### src/rtl/pong_match_ctrl_if.sv
// Signal bundle between the pong match controller and the surrounding
// top level: pin/collision inputs on one side, ball/score/audio controls
// on the other.
interface pong_match_ctrl_if;
  logic       frame_tick;
  logic       p1_srv;
  logic       p2_srv;
  logic       goal_l;
  logic       goal_r;
  logic [1:0] state;
  logic       ball_run;
  logic       ball_load;
  logic       serve_go;
  logic       serve_side;
  logic [3:0] score1;
  logic [3:0] score2;
  logic       win;
  logic       winner;
  logic       beep_point;

  // Top level / environment side: drives frame, buttons and goals.
  modport master (
    output frame_tick, p1_srv, p2_srv, goal_l, goal_r,
    input  state, ball_run, ball_load, serve_go, serve_side,
    input  score1, score2, win, winner, beep_point
  );

  // Controller side.
  modport slave (
    input  frame_tick, p1_srv, p2_srv, goal_l, goal_r,
    output state, ball_run, ball_load, serve_go, serve_side,
    output score1, score2, win, winner, beep_point
  );
endinterface

### src/rtl/pong_match_ctrl.sv
// Match sequencer for pong: serve, rally, point pause and win display,
// plus the two scores. Button and goal levels are edge-detected here so
// a held input only ever acts once.
module pong_match_ctrl #(
  parameter int WIN_SCORE     = 9,
  parameter int POINT_FRAMES  = 30,
  parameter int WIN_FRAMES    = 180,
  parameter int SERVE_TIMEOUT = 600
) (
  input  logic              clk,
  input  logic              rst_n,
  pong_match_ctrl_if.slave  bus
);

  typedef enum logic [1:0] {
    S_SERVE = 2'd0,
    S_RALLY = 2'd1,
    S_POINT = 2'd2,
    S_WIN   = 2'd3
  } state_t;

  // A state ends on the tick that brings the counter to its limit, i.e. the
  // tick seen while the counter still holds limit-1.
  localparam logic [9:0] POINT_LAST = 10'(POINT_FRAMES - 1);
  localparam logic [9:0] WIN_LAST   = 10'(WIN_FRAMES - 1);
  localparam logic [9:0] SERVE_LAST = (SERVE_TIMEOUT == 0) ? 10'd0 : 10'(SERVE_TIMEOUT - 1);
  localparam logic [3:0] WIN_VAL    = 4'(WIN_SCORE);

  state_t     r_state;
  logic [9:0] r_frameCnt;
  logic       r_p1Prev;
  logic       r_p2Prev;
  logic       r_goalLPrev;
  logic       r_goalRPrev;
  logic       r_ballRun;
  logic       r_ballLoad;
  logic       r_serveGo;
  logic       r_serveSide;
  logic [3:0] r_score1;
  logic [3:0] r_score2;
  logic       r_win;
  logic       r_winner;
  logic       r_beepPoint;

  logic       w_p1Rise;
  logic       w_p2Rise;
  logic       w_goalLRise;
  logic       w_goalRRise;
  logic       w_serverRise;
  logic       w_serveTimeout;
  logic       w_pointDone;
  logic       w_winDone;
  logic [3:0] w_score1Inc;
  logic [3:0] w_score2Inc;

  assign w_p1Rise       = bus.p1_srv & ~r_p1Prev;
  assign w_p2Rise       = bus.p2_srv & ~r_p2Prev;
  assign w_goalLRise    = bus.goal_l & ~r_goalLPrev;
  assign w_goalRRise    = bus.goal_r & ~r_goalRPrev;
  assign w_serverRise   = r_serveSide ? w_p2Rise : w_p1Rise;
  assign w_serveTimeout = (SERVE_TIMEOUT != 0) && bus.frame_tick && (r_frameCnt == SERVE_LAST);
  assign w_pointDone    = bus.frame_tick && (r_frameCnt == POINT_LAST);
  assign w_winDone      = bus.frame_tick && (r_frameCnt == WIN_LAST);
  assign w_score1Inc    = r_score1 + 4'd1;
  assign w_score2Inc    = r_score2 + 4'd1;

  // Match FSM with edge-detect history, frame counter and registered outputs.
  always_ff @(posedge clk) begin
    if (!rst_n) begin
      r_state     <= S_SERVE;
      r_frameCnt  <= 10'd0;
      r_p1Prev    <= 1'b1;
      r_p2Prev    <= 1'b1;
      r_goalLPrev <= 1'b1;
      r_goalRPrev <= 1'b1;
      r_ballRun   <= 1'b0;
      r_ballLoad  <= 1'b0;
      r_serveGo   <= 1'b0;
      r_serveSide <= 1'b1;
      r_score1    <= 4'd0;
      r_score2    <= 4'd0;
      r_win       <= 1'b0;
      r_winner    <= 1'b0;
      r_beepPoint <= 1'b0;
    end else begin
      r_p1Prev    <= bus.p1_srv;
      r_p2Prev    <= bus.p2_srv;
      r_goalLPrev <= bus.goal_l;
      r_goalRPrev <= bus.goal_r;
      r_ballLoad  <= 1'b0;
      r_serveGo   <= 1'b0;
      r_beepPoint <= 1'b0;
      case (r_state)
        S_SERVE: begin
          if (w_serverRise || w_serveTimeout) begin
            r_state    <= S_RALLY;
            r_serveGo  <= 1'b1;
            r_ballRun  <= 1'b1;
            r_frameCnt <= 10'd0;
          end else if (bus.frame_tick) begin
            r_frameCnt <= r_frameCnt + 10'd1;
          end
        end
        S_RALLY: begin
          if (w_goalLRise) begin
            r_score2    <= w_score2Inc;
            r_serveSide <= 1'b0;
            r_beepPoint <= 1'b1;
            r_ballRun   <= 1'b0;
            r_frameCnt  <= 10'd0;
            if (w_score2Inc == WIN_VAL) begin
              r_state  <= S_WIN;
              r_win    <= 1'b1;
              r_winner <= 1'b1;
            end else begin
              r_state <= S_POINT;
            end
          end else if (w_goalRRise) begin
            r_score1    <= w_score1Inc;
            r_serveSide <= 1'b1;
            r_beepPoint <= 1'b1;
            r_ballRun   <= 1'b0;
            r_frameCnt  <= 10'd0;
            if (w_score1Inc == WIN_VAL) begin
              r_state  <= S_WIN;
              r_win    <= 1'b1;
              r_winner <= 1'b0;
            end else begin
              r_state <= S_POINT;
            end
          end
        end
        S_POINT: begin
          if (w_pointDone) begin
            r_state    <= S_SERVE;
            r_ballLoad <= 1'b1;
            r_frameCnt <= 10'd0;
          end else if (bus.frame_tick) begin
            r_frameCnt <= r_frameCnt + 10'd1;
          end
        end
        S_WIN: begin
          if (w_winDone) begin
            r_state    <= S_SERVE;
            r_ballLoad <= 1'b1;
            r_win      <= 1'b0;
            r_score1   <= 4'd0;
            r_score2   <= 4'd0;
            r_frameCnt <= 10'd0;
          end else if (bus.frame_tick) begin
            r_frameCnt <= r_frameCnt + 10'd1;
          end
        end
        default: begin
          r_state <= S_SERVE;
        end
      endcase
    end
  end

  assign bus.state      = r_state;
  assign bus.ball_run   = r_ballRun;
  assign bus.ball_load  = r_ballLoad;
  assign bus.serve_go   = r_serveGo;
  assign bus.serve_side = r_serveSide;
  assign bus.score1     = r_score1;
  assign bus.score2     = r_score2;
  assign bus.win        = r_win;
  assign bus.winner     = r_winner;
  assign bus.beep_point = r_beepPoint;

endmodule

### src/flat_wrapper.sv
// flat-port wrapper written by rule: the top's interface ports become plain ports
module pong_match_ctrl_flat 
#(
  parameter int WIN_SCORE     = 9,
  parameter int POINT_FRAMES  = 30,
  parameter int WIN_FRAMES    = 180,
  parameter int SERVE_TIMEOUT = 600
)
  (clk, rst_n, bus_frame_tick, bus_p1_srv, bus_p2_srv, bus_goal_l, bus_goal_r, bus_state, bus_ball_run, bus_ball_load, bus_serve_go, bus_serve_side, bus_score1, bus_score2, bus_win, bus_winner, bus_beep_point);
  pong_match_ctrl_if bus_i ();
  input  logic clk;
  input  logic rst_n;
  input wire logic [$bits(bus_i.frame_tick)-1:0] bus_frame_tick;
  input wire logic [$bits(bus_i.p1_srv)-1:0] bus_p1_srv;
  input wire logic [$bits(bus_i.p2_srv)-1:0] bus_p2_srv;
  input wire logic [$bits(bus_i.goal_l)-1:0] bus_goal_l;
  input wire logic [$bits(bus_i.goal_r)-1:0] bus_goal_r;
  output wire logic [$bits(bus_i.state)-1:0] bus_state;
  output wire logic [$bits(bus_i.ball_run)-1:0] bus_ball_run;
  output wire logic [$bits(bus_i.ball_load)-1:0] bus_ball_load;
  output wire logic [$bits(bus_i.serve_go)-1:0] bus_serve_go;
  output wire logic [$bits(bus_i.serve_side)-1:0] bus_serve_side;
  output wire logic [$bits(bus_i.score1)-1:0] bus_score1;
  output wire logic [$bits(bus_i.score2)-1:0] bus_score2;
  output wire logic [$bits(bus_i.win)-1:0] bus_win;
  output wire logic [$bits(bus_i.winner)-1:0] bus_winner;
  output wire logic [$bits(bus_i.beep_point)-1:0] bus_beep_point;
  assign bus_i.frame_tick = bus_frame_tick;
  assign bus_i.p1_srv = bus_p1_srv;
  assign bus_i.p2_srv = bus_p2_srv;
  assign bus_i.goal_l = bus_goal_l;
  assign bus_i.goal_r = bus_goal_r;
  assign bus_state = bus_i.state;
  assign bus_ball_run = bus_i.ball_run;
  assign bus_ball_load = bus_i.ball_load;
  assign bus_serve_go = bus_i.serve_go;
  assign bus_serve_side = bus_i.serve_side;
  assign bus_score1 = bus_i.score1;
  assign bus_score2 = bus_i.score2;
  assign bus_win = bus_i.win;
  assign bus_winner = bus_i.winner;
  assign bus_beep_point = bus_i.beep_point;
  pong_match_ctrl #(.WIN_SCORE(WIN_SCORE), .POINT_FRAMES(POINT_FRAMES), .WIN_FRAMES(WIN_FRAMES), .SERVE_TIMEOUT(SERVE_TIMEOUT)) u_core (.clk(clk), .rst_n(rst_n), .bus(bus_i));
endmodule
### config.mk
export PLATFORM = sky130hd
export DESIGN_NAME = pong_match_ctrl_flat
export DESIGN_NICKNAME = d
export VERILOG_FILES = /design/src/rtl/pong_match_ctrl_if.sv /design/src/rtl/pong_match_ctrl.sv /design/src/flat_wrapper.sv
export SDC_FILE = /design/constraint.sdc
export NUM_CORES = 1
export LEC_CHECK = 0
export BUFFER_PORTS_ARGS = -buffer_cell sky130_fd_sc_hd__buf_2
export CORE_AREA = 2 2 75 77
export DETAILED_ROUTE_END_ITERATION = 12
export DIE_AREA = 0 0 77 79
export GPL_TIMING_DRIVEN = 0
export PLACE_DENSITY = 0.51
export SLEW_MARGIN = 25
export SYNTH_ARGS = -nofsm -noshare
export SYNTH_HDL_FRONTEND = slang
export SYNTH_SLANG_ARGS = --single-unit
### constraint.sdc
create_clock -name clk -period 2.15 [get_ports clk]
set_input_delay 0.3225 -clock clk [delete_from_list [all_inputs] [get_ports clk]]
set_output_delay 0.3225 -clock clk [all_outputs]
set_load 0.03 [all_outputs]
==> results.yml <==
synthesis:
  netlist_instances: 190
  synthesis.area_um2: 1590
  avgSynthCellArea_um2: 8.38
  synth_warnings: 0
  ys_ff_latch: 31
  synth_flop_cell: "dfxtp_1"
  synth.distinct_cells: 43
  synthArstFlopShare_pct: 0
  seq_area_frac_synth_pct: 39.0
  synth_edf_count: 0
  synth_nets: 204
timing:
  rsz0062_at_grt: "no"
  setup_viol: 0
  fmax_ghz: 0.529
  relSlewSlack_pct: 61.4
  setup_tns_ps: 0
  slew_viol_final: 0
  post-route-period-util_pct: 87.9
  timing_hold_violations_final: 0
  finClkSkew_ps: 4.53
  period_needed_ps: 1890
  tightestPinTransition_ps: 575
detailed_routing:
  routedWlPerCell_um: 12.4
  drcViolationCount: 0
  vias: 1391
  drtIter0Drc: 39
  firstDrtPassIters: 4
  ant_nets: 0
  totalWireLength_mm: 3.65
  vias_per_cell: 4.75
worst_setup_path:
  cp.arrival_ps: 2050
  crit_fanout: 10
  worstPathRequired_ps: 2310
  worst-setup-path-type: "reg -> reg"
  cp-end-kind: "register"
  worstSetupStartpointType: "register"
grt:
  grt_pass1_wl_mm: 5.99
  grt_pass1_vias: 1260
  gr-usage-all-layers_pct: 12.4
  gr-total-overflow: 0
  antenna_found_initial: 0
  grt_max_degree: 11
final_layout:
  final_cell_count_no_fill: 293
  area_delta_synth_final_pct: 18.0
  n_antenna_cell: 0
  drive_gt1_share_pct: 17.2
  final_nets: 234
  final_util_pct: 35.2
placement:
  dpl.hpwl_mm: 2.66
  port-buffer-count: 23
  gp_congestion: 0.747
  dp_cells: 285
floorplanning:
  rows: 27
  start_util_pct: 29.8
  dieWidth_um: 77
  ios: 24
  dieHeight_um: 79
  dieArea_um2: 6080
  core-area_um2: 5340
cts:
  cts_buffers: 5
  path_clk_slew_ps: 70
  cts_sinks: 31
  cts-resized-gates: 0
  clock_latency_ps: 280
  ctsHoldBuffers: 0
  post-cts-setup-buffers: 0
  cts_buffer_depth: 2
  htreeDepth: 2
  cts-root-buf: "clkbuf_8"
  cts_tree: "done"
job:
  max_cap_viol_count: 0
pwr:
  powerDensity_nw_per_um2: 608
  leakage_nw: 0.775
  ir_drop_mv: 0.258
outcome:
  status: "completed"
hold_path:
  hp-class: "in -> reg"
==> worst max-delay path, stage by stage (launching register included) <==
cell and delay [ps]:
dfxtp_1 470, ha_1 190, nand3b_1 180, or3_1 410, a31o_1 260, o211ai_4 160, nor2_1 80
==> through the flow <==
step	worst slack, ps	cell area [um2]	hold WS [ps]	power, mW
final	261	1880	247	1.14
after global placement	274	1800	475	0.711
after global routing	111	1880	244	1.20
after CTS	248	1880	241	1.17
after floorplan	411	1590	424	0.680
after detailed placement	266	1800	477	0.711
==> worst paths after layout <==
path / start / to / slack [ps] / cells after the start
setup reg to reg: u_core.r_frameCnt[0] / u_core.r_frameCnt[9] / 260 / 6
hold reg to reg: u_core.bus.win / u_core.bus.win / 490 / 2
hold / removal: bus_p1_srv / u_core.r_p1Prev / 250 / 2
setup / recovery: u_core.r_frameCnt[0] / u_core.r_frameCnt[9] / 260 / 6
==> synth_stat cells (7+ instances only) <==
master / n / area (um2)
a21oi_1: 11 / 55.1
dfxtp_1: 31 / 621
ha_1: 7 / 87.6
inv_1: 11 / 41.3
nand2_1: 15 / 56.3
nand2b_1: 8 / 50.1
nand3_1: 7 / 35.0
nand4_1: 9 / 56.3
nor2_1: 26 / 97.6
o21ai_0: 7 / 35.0
xor2_1: 8 / 70.1
==> power breakdown <==
group          internal (mW)  switching [mW]
clock                  0.227           0.218
combinational         0.0380          0.0574
sequential             0.587          0.0147
==> registers in the layout, summed over array words and instances, names as in the netlist, 2 cells and up <==
name,cells
u_core.bus.score1,4
u_core.bus.score2,4
u_core.bus.state,2
u_core.r_frameCnt,10
==> per-layer routing <==
metal	part of all wire, %	routed length, um	vias to the layer above	GRT usage [%]
met1	52	1910	631	17.2
li1	-	-	729	-
met2	43	1560	24	18.5
met5	0	0	-	0
met4	1.5	56	0	5.89
met3	3.3	119	7	2.50
==> cells by family (layout without fill, tap and decap cells) <==
family                   count (synthesis)  after routing  share of synthesized area, %
AND/OR/NAND/NOR                         92             92                          30.0
multiplexers                             1              1                         0.629
flip-flops                              31             31                          39.0
AO/OA/AOI/OAI                           33             33                          14.5
buffers and inverters                   17             48                          5.50
XOR/XNOR                                 9              9                          4.95
adder cells (fa/ha/maj)                  7              7                          5.50
==> final cells by class <==
class,count,area (um2)
buffer,6,46.3
clock buffer,7,76.3
clock inverter,1,5.00
fill,617,3460
inverter,11,41.3
multi-input combinational,142,883
sequential,31,621
tap,72,90.1
timing repair buffer,23,115
==> cell usage in the layout (no fill, tap or decap), types with 2 or more instances in the layout <==
cell      instances
buf_2            23
xor2_1            8
or3_1             2
inv_1            11
nor2b_1           4
nand2b_1          8
ha_1              7
buf_6             3
clkbuf_1          4
and3_1            5
o21ai_0           7
clkbuf_8          5
nor3_1            5
a31oi_1           2
nand4_1           9
nor2_1           26
nand3_1           7
nand2_1          15
a21oi_1          11
dfxtp_1          31
a311o_1           2
and2_1            2
No activity file was read; power rests on OpenSTA's default activity.
